===== config.mk =====
export PLATFORM = sky130hd
export DESIGN_NAME = io_timer
export DESIGN_NICKNAME = d
export VERILOG_FILES = /design/src/rtl/io_timer.sv
export SDC_FILE = /design/constraint.sdc
export NUM_CORES = 1
export LEC_CHECK = 0
export ABC_AREA = 1
export BUFFER_PORTS_ARGS = -buffer_cell sky130_fd_sc_hd__buf_4
export CAP_MARGIN = 10
export CORE_AREA = 5 5 85 87
export CTS_CLUSTER_DIAMETER = 120
export DETAILED_ROUTE_END_ITERATION = 10
export DIE_AREA = 0 0 90 92
export GPL_TIMING_DRIVEN = 0
export SYNTH_ARGS = -nofsm -noshare
export SYNTH_HDL_FRONTEND = slang
export SYNTH_SLANG_ARGS = --single-unit

===== constraint.sdc =====
create_clock -name clk -period 2.6 [get_ports clk]
set_clock_uncertainty 0.05 [all_clocks]
set_input_delay 0.13 -clock clk [delete_from_list [all_inputs] [get_ports clk]]
set_output_delay 0.13 -clock clk [all_outputs]
set_load 0.02 [all_outputs]

===== src/rtl/io_timer.sv =====
// io_timer: memory-mapped down-counting timer with prescaler, auto-reload and level irq
module io_timer #(
  parameter logic [7:0] PSC_RST  = 8'h00,
  parameter logic [7:0] LOAD_RST = 8'h00
) (
  input  logic       clk,
  input  logic       rst,
  input  logic [1:0] adrs,
  input  logic [7:0] din,
  output logic [7:0] dout,
  input  logic       rd,
  input  logic       wr,
  output logic       irq,
  output logic [7:0] cnt,
  output logic       tick
);
  logic       en_q, en_d, rl_q, rl_d, ie_q, ie_d, done_q, done_d;
  logic [7:0] psc_q, psc_d, load_q, load_d, count_q, count_d, pc_q, pc_d;
  logic       wr_ctrl, wr_psc, wr_cnt, wr_stat;
  assign wr_ctrl = wr & (adrs == 2'd0);
  assign wr_psc  = wr & (adrs == 2'd1);
  assign wr_cnt  = wr & (adrs == 2'd2);
  assign wr_stat = wr & (adrs == 2'd3);
  assign tick = en_q & (pc_q == psc_q);
  assign irq  = done_q & ie_q;
  assign cnt  = count_q;
  assign dout = ~rd            ? 8'h00 :
                adrs == 2'd0   ? {5'd0, ie_q, rl_q, en_q} :
                adrs == 2'd1   ? psc_q :
                adrs == 2'd2   ? count_q :
                                 {6'd0, en_q, done_q};
  always_comb begin
    en_d    = en_q;
    rl_d    = rl_q;
    ie_d    = ie_q;
    done_d  = done_q;
    psc_d   = psc_q;
    load_d  = load_q;
    count_d = count_q;
    pc_d    = (en_q & ~tick) ? pc_q + 8'd1 : 8'd0;
    // clear is applied before the tick so a same-edge expiry keeps DONE set
    if (wr_stat & din[0]) done_d = 1'b0;
    if (tick & ~wr_cnt) begin
      if (count_q > 8'd1) count_d = count_q - 8'd1;
      else begin
        done_d  = 1'b1;
        count_d = rl_q ? load_q : 8'd0;
        en_d    = rl_q;
      end
    end
    if (wr_ctrl) begin
      en_d = din[0];
      rl_d = din[1];
      ie_d = din[2];
      if (~din[0] | ~en_q) pc_d = 8'd0;
    end
    if (wr_psc) psc_d = din;
    if (wr_cnt) begin
      load_d  = din;
      count_d = din;
      pc_d    = 8'd0;
    end
  end
  always_ff @(posedge clk) begin
    if (rst) begin
      en_q    <= 1'b0;
      rl_q    <= 1'b0;
      ie_q    <= 1'b0;
      done_q  <= 1'b0;
      psc_q   <= PSC_RST;
      load_q  <= LOAD_RST;
      count_q <= LOAD_RST;
      pc_q    <= 8'd0;
    end else begin
      en_q    <= en_d;
      rl_q    <= rl_d;
      ie_q    <= ie_d;
      done_q  <= done_d;
      psc_q   <= psc_d;
      load_q  <= load_d;
      count_q <= count_d;
      pc_q    <= pc_d;
    end
  end
endmodule


# == Word-level counts from Yosys, hierarchy flattened ==
# Cells that the tools add are included.
# word_totals
register_bits,36
input_bits,14
out_inout_bits,18
# op_classes
add_sub_neg,2
magnitude_cmp,1
eq_ne,5
muxes,17
n_bitwise,14
reduce_logical,5
# ops
operator,n
$mux 8,11
$and 1x1->1,9
$add 8x1->8 const B,1
$eq 8x8->1,1
$gt 8x1->1 const B,1
$sub 8x1->8 const B,1
$mux 1,6
$eq 2x2->1 const B,2
$not 1->1,4
$reduce_bool 2->1,2
$eq 2x1->1 const B,1
$logic_not 2->1,1
$ne 2x2->1 const B,1
$reduce_and 2->1,1
$reduce_or 2->1,1
$or 1x1->1,1

# == Logic depth before layout (Yosys ltp) ==
# Gate-level depths: netlist of run 1.
# logic_depth
ltp_word,7
ltp_mapped,12
ltp_nobuf,11

# == Worst setup path before layout of run 1 ==
# No wires, ideal clock.
# synth_timing
kind,flip-flop to flip-flop
start,reg count_q[0] (netlist: cnt[0])
end,reg count_q[2] (netlist: cnt[2])
setup_ns,0.068
t_arrival_ns,1.617
required_ns,2.482
path_slack_ns,0.865
path_stages_with_launch,12
n_path_buf,1
period_less_slack_ns,1.735
cell_sequence,dfxtp_1 inv_1 ha_1 o21a_1 nand2_1 buf_4 o21ai_0 nand2_1 nand2_1 nand2_1 nand2_1 a21oi_2
# synth_via
elab_chain_len,4
# synth_lines
element,line_no,rtl
start: declaration,18,"logic [7:0] psc_q, psc_d, load_q, load_d, count_q, count_d, pc_q, pc_d;"
start signal: assignment,81,count_q <= count_d;
$sub 8x1->8 / $gt 8x1->1 (equally long branches),44,if (count_q > 8'd1) count_d = count_q - 8'd1;
$mux 8 (*),44,
$mux 8 (*),43,if (tick & ~wr_cnt) begin
$mux 8 (*),58,if (wr_cnt) begin
# Every way passes the cells marked *; elsewhere a longest branch is shown, timed or not. The select of a mux whose other input is x is not followed.
# A chain may end at the register's enable or synchronous reset.

# == Worst setup path in the final report of run 1 ==
# Ends and elaborated chain as after synthesis.

==> impl_metrics.toml, run 1 <==
[logic_synthesis]
synth-seq-area-share_pct = 35.0
synthTopCellsByArea = "dfxtp_1 (35%), nand2_1 (17%), a21oi_1 (8.0%)"
synth_cell_type_count = 32
syn-instance-count = 313
yosysTopAreaCellShare_pct = 35.0
yosys.area.top_type = "dfxtp_1"
ys_ff_latch = 36
syn_nets = 330
syn_area_um2 = 2060
syn_area_per_cell_um2 = 6.58
yosys_warnings = 0

[grt]
grt_max_degree = 12
grt_pass1_vias = 1867
track_usage_pct = 12.8
grt.overflow.total = 0
antenna_found_initial = 0
grt_pass1_wl_mm = 8.79

[placed_design]
hpwl_mm = 4.14
place_area_um2 = 2390
gp_congestion = 0.830
portBuffers = 31

[power]
sequentialPowerShare_pct = 46.5
switching_share_pct = 30.3
p_sw_mw = 0.384
combPwrFrac_pct = 20.5
clockPowerShare_pct = 33.0
p_leak_nw = 1.11
p_per_area_nw_per_um2 = 511
ir_worst_vdd_v = 0.000310
p_int_mw = 0.884

[clock_tree]
clkTransAtPathRegs_ps = 70
cts_max_level = 2
cts_hold_buf = 0
cts_resized = 0
ctsLongestPathBuffers = 2
cts_tree = "yes"
clock_sinks = 36
cts_buffers = 5
root_buffer = "clkbuf_8"
post-cts-setup-buffers = 0
worstSkewPairLatency_ps = 290

[worst_setup_path]
crit_required_ps = 2770
slowest_stage = "dfxtp_1"
worst-path-buf-inv = 2
cp_max_fo = 10
cp-start-kind = "flip-flop"
path_class = "flip-flop to flip-flop"
crit_path_cell_trace = "inv_1, ha_1, o21a_1, nand2_1, buf_4, o21ai_0, nand2_1, nand2_1, nand2_1, nand2_1, a21oi_2"
ff2ff_path_depth = 11
cpLargestDelayFamily = "flip-flops"
endpoint_kind = "flip-flop"
slowest_delay_ps = 390
critical_path_arrival_ps = 1990
cp.depth = 11
crit_top_cell = "nand2_1"

[floorplan]
initial_core_util_pct = 32.8
row_count = 29
die_h_um = 92
die_w_um = 90
core-area_um2 = 6280
die_area_um2 = 8280
pin_count = 32

[layout]
ff_latch_area_um2 = 721
fin_nets = 368
area_growth_pct = 20.5
final_area_um2 = 2480
drive_above_1_share_pct = 19.3
final_common_cell = "nand2_1"
fill_cells = 690
multi_input_area_um2 = 1100
final_cell_mix = "nand2_1 (91), inv_1 (41), dfxtp_1 (36)"
diodes = 0

[drt]
routedWlPerCell_um = 11.9
vias = 1978
drt_wl_total_mm = 5.13
post-route-drc-count = 0
dr.pass1.iters = 4
viasPerCell = 4.61
drtIter0Drc = 111
postRouteAntennaNets = 0

[hold_path]
holdCritPathClass = "primary input to flip-flop"
hold_path_depth = 2

[timing]
rsz0062_at_grt = "no"
fin_crit_ps = 1810
timing.fmax_mhz = 551
finalSetupViolCount = 0
final_max_slew_viol_count = 0
worst_slew_pin_slew_ps = 546
min_period_over_period_pct = 69.8
slew_headroom_pct = 63.5
final-hold-violation-count = 0
setup_tns_ps = 0

[run]
cap_violations = 0

[status]
outcome = "complete, no violations"
-- power groups by stage --
stage | clock, mW | sequential, mW | combinational [mW]
after floorplan | 0 | 0.605 | 0.180
after global placement | 0 | 0.602 | 0.260
after detailed placement | 0 | 0.602 | 0.262
after CTS | 0.431 | 0.589 | 0.263
after global routing | 0.456 | 0.592 | 0.297
final | 0.418 | 0.589 | 0.260
-- synth_stat cells, drive strengths merged --
cell / count
nand4: 2
nand3: 8
buf: 4
o22ai: 2
ha: 3
o31ai: 1
xor2: 6
a22o: 1
o221ai: 1
dfxtp: 36
o21ai: 22
clkbuf: 2
nor3: 3
o21a: 2
nand2: 97
inv: 48
a21boi: 2
nor2: 34
a21oi: 38
xnor2: 1
-- through the flow --
stage                     utilization, %  total power [mW]  worst slack, ps  instances  hold WS (ps)
after floorplan                        -             0.785              865        313           149
after global placement              38.1             0.862              835        421           302
after detailed placement            38.1             0.864              811        421           305
after CTS                           39.5              1.28              789        429          3.03
after global routing                39.5              1.34              653        429          12.6
final                               39.5              1.27              786        429          8.21
-- sequential cells by signal (all words and copies together), names as in the netlist --
name and count:
en_q 1, cnt 8, rl_q 1, load_q 8, pc_q 8, done_q 1, ie_q 1, psc_q 8
-- cell families (layout without fill, tap and decap cells) --
logic type | after synthesis | count (layout) | share of synthesized area, %
AO/OA/AOI/OAI | 69 | 69 | 19.1
AND/OR/NAND/NOR | 144 | 144 | 29.7
flip-flops | 36 | 36 | 35.0
XOR/XNOR | 7 | 7 | 2.98
buffers and inverters | 54 | 93 | 11.4
adder cells (fa/ha/maj) | 3 | 3 | 1.82
-- routing by layer --
metal | vias to the layer above | GRT usage [%] | wire [µm]
li1 | 1063 | - | -
met3 | 8 | 2.62 | 253
met1 | 872 | 16.6 | 2260
met5 | - | 0 | 0
met4 | 0 | 2.98 | 50
met2 | 35 | 21.8 | 2570
-- path summary, 6_finish.rpt --
path                                             start                      to  slack [ps]
worst max-delay path               cnt[0]$_SDFFE_PP0P_     cnt[2]$_SDFFE_PP0P_         790
worst min-delay path                               rst     cnt[0]$_SDFFE_PP0P_           8
worst max register to register     cnt[0]$_SDFFE_PP0P_     cnt[2]$_SDFFE_PP0P_         790
worst min register to register  load_q[7]$_SDFFE_PP0P_  load_q[7]$_SDFFE_PP0P_         410
-- layout make-up --
type,instances,area share (%)
multi-input cells,223,44.5
flip-flops and latches,36,29.0
repair buffers,31,9.38
inverters,48,7.36
well taps,77,3.88
clock buffers,6,3.33
plain buffers,6,2.07
clock inverters,2,0.403
(Power assumes the default switching activity.)
==> run 2, diff against run 1 <==
ABC_AREA = 0   (was 1)
CORE_AREA = 5 5 84 86   (was 5 5 85 87)
DIE_AREA = 0 0 89 91   (was 0 0 90 92)
clock period = 1.5 ns   (was 2.6 ns; I/O delays follow)
==> impl_metrics.toml, run 2 <==
[timing]
rsz0062_at_grt = "yes"
finalSetupViolCount = 21
hold_slack_ps = 8.41
timing.fmax_mhz = 530
worst_slew_pin_slew_ps = 518
fin_crit_ps = 1890
final_max_slew_viol_count = 0
slew_headroom_pct = 65.4
final-hold-violation-count = 0
timing.final.ws_setup_ps = -388
setup_tns_ps = -4970
min_period_over_period_pct = 126

[status]
violations = "setup timing"
outcome = "finished with violations"

[logic_synthesis]
yosys_warnings = 0
syn_area_per_cell_um2 = 8.31
yosysMostFrequentCell = "dfxtp_1"
synthTopCellsByArea = "dfxtp_1 (37%), mux2i_1 (6.6%), nor2_1 (5.9%)"
synth_common_cells = "dfxtp_1 (36), nor2_1 (31), nand2_1 (25), a21oi_1 (18), mux2i_1 (13)"
async_flop_share_pct = 0
syn-instance-count = 237
synth_edf_count = 0
synthFlopType = "dfxtp_1"
ys_ff_latch = 36
yosysTopAreaCellShare_pct = 36.6
synth_cell_type_count = 44
synth-seq-area-share_pct = 36.6
syn_nets = 254
syn_area_um2 = 1970
yosys.area.top_type = "dfxtp_1"

[layout]
final_cell_mix = "buf_4 (49), nand2_1 (23), nor2_1 (21)"
final_cells = 378
final_common_cell = "buf_4"
area_growth_pct = 44.9
fin_nets = 318
diodes = 0
drive_above_1_share_pct = 43.5

[worst_setup_path]
critical_path_arrival_ps = 2010
cp_max_fo = 5
endpoint_kind = "flip-flop"
crit_required_ps = 1620
cp-start-kind = "flip-flop"
path_class = "flip-flop to flip-flop"

[grt]
grt_pass1_vias = 2020
track_usage_pct = 16.0
grt.overflow.total = 0
grt_pass1_wl_mm = 10.1
antenna_found_initial = 0
grt_max_degree = 11

[drt]
vias = 1996
routedWlPerCell_um = 16.9
post-route-drc-count = 0
drt_wl_total_mm = 6.40
postRouteAntennaNets = 0
drtIter0Drc = 120
dr.pass1.iters = 4
viasPerCell = 5.28

[clock_tree]
worstSkewPairLatency_ps = 290
cts_tree = "yes"
ctsLongestPathBuffers = 2
cts_buffers = 5
cts_max_level = 2
clkTransAtPathRegs_ps = 80
root_buffer = "clkbuf_8"
clock_sinks = 36

[power]
p_leak_nw = 1.14
p_per_area_nw_per_um2 = 780
ir_worst_vdd_v = 0.000372

[floorplan]
die_area_um2 = 8100
row_count = 29
pin_count = 32
die_h_um = 91
core-area_um2 = 6200
initial_core_util_pct = 31.7
die_w_um = 89

[placed_design]
dp.cells = 344
portBuffers = 30
gp_congestion = 0.826
hpwl_mm = 4.16

[hold_path]
holdCritPathClass = "primary input to flip-flop"

[run]
cap_violations = 0
-- run 2: changes by cell type in the layout (fill, tap and decap cells not counted), moves of 14 or more --
cell,delta
nand2_1,-68
buf_4,+17
dfxtp_2,+14
a21oi_1,-15
dfxtp_1,-23
inv_1,-37
-- run 2: cell type report --
class / count / area, µm²
clock inverters: 1 / 5.00
flip-flops and latches: 36 / 772
well taps: 77 / 96.3
clock buffers: 6 / 72.6
multi-input cells: 180 / 1320
fillers: 600 / 3350
inverters: 6 / 22.5
plain buffers: 11 / 66.3
repair buffers: 61 / 499
-- run 2: final timing paths --
check / start / to / slack, ps / cells after the start
min reg2reg: load_q[1]$_SDFFE_PP0P_ / load_q[1]$_SDFFE_PP0P_ / 410 / 2
max reg2reg: cnt[3]$_SDFFE_PP0P_ / cnt[1]$_SDFFE_PP0P_ / -390 / 6
min: din[1] / rl_q$_SDFFE_PP0P_ / 8 / 3
max: cnt[3]$_SDFFE_PP0P_ / cnt[1]$_SDFFE_PP0P_ / -390 / 6
-- run 2: power breakdown --
group	internal (mW)	total, mW	switching, mW
Clock	0.316	0.666	0.350
Sequential	0.975	1.00	0.0297
Combinational	0.273	0.556	0.282
-- run 2: kinds of logic after synthesis --
group	synth area share (%)
AND/OR/NAND/NOR	27.5
buffers and inverters	4.45
flip-flops	36.6
multiplexers	8.89
AO/OA/AOI/OAI	13.5
XOR/XNOR	7.12
adder cells (fa/ha/maj)	1.91
-- run 2: per-layer routing --
layer | vias up | global-route usage, % | share of wire [%]
li1 | 968 | - | -
met5 | - | 0 | 0
met4 | 0 | 8.31 | 3.3
met3 | 21 | 2.62 | 7.1
met2 | 72 | 24.8 | 47
met1 | 935 | 21.3 | 43
-- run 2: timing repair --
item / in CTS / in global routing
endpoints found under the hold margin: 3 / 0
endpoints found under the setup margin: 27 / 30
buffers inserted: 26 / 3
hold buffers: 3 / 0
gates resized for setup: 53 / 25
pin swaps: 24 / 14
-- run 2: through the flow --
stage / area [µm²] / total power [mW] / util, % / setup WS, ps
3_5_place_dp: 2350 / 1.41 / 37.9 / -644
3_3_place_gp: 2350 / 1.41 / 37.9 / -613
5_1_grt: 2850 / 2.32 / 46.0 / -510
4_1_cts: 2790 / 2.20 / 44.9 / -412
6_report: 2850 / 2.23 / 46.0 / -388
2_1_floorplan: 2030 / 1.28 / - / -472
-- run 2: worst max-delay path: stages (launching register included) --
cell,delay [ps]
dfxtp_4,340
or4_4,550
nor4_4,270
buf_4,210
nor2_2,40
o211ai_1,200
nand3_1,110
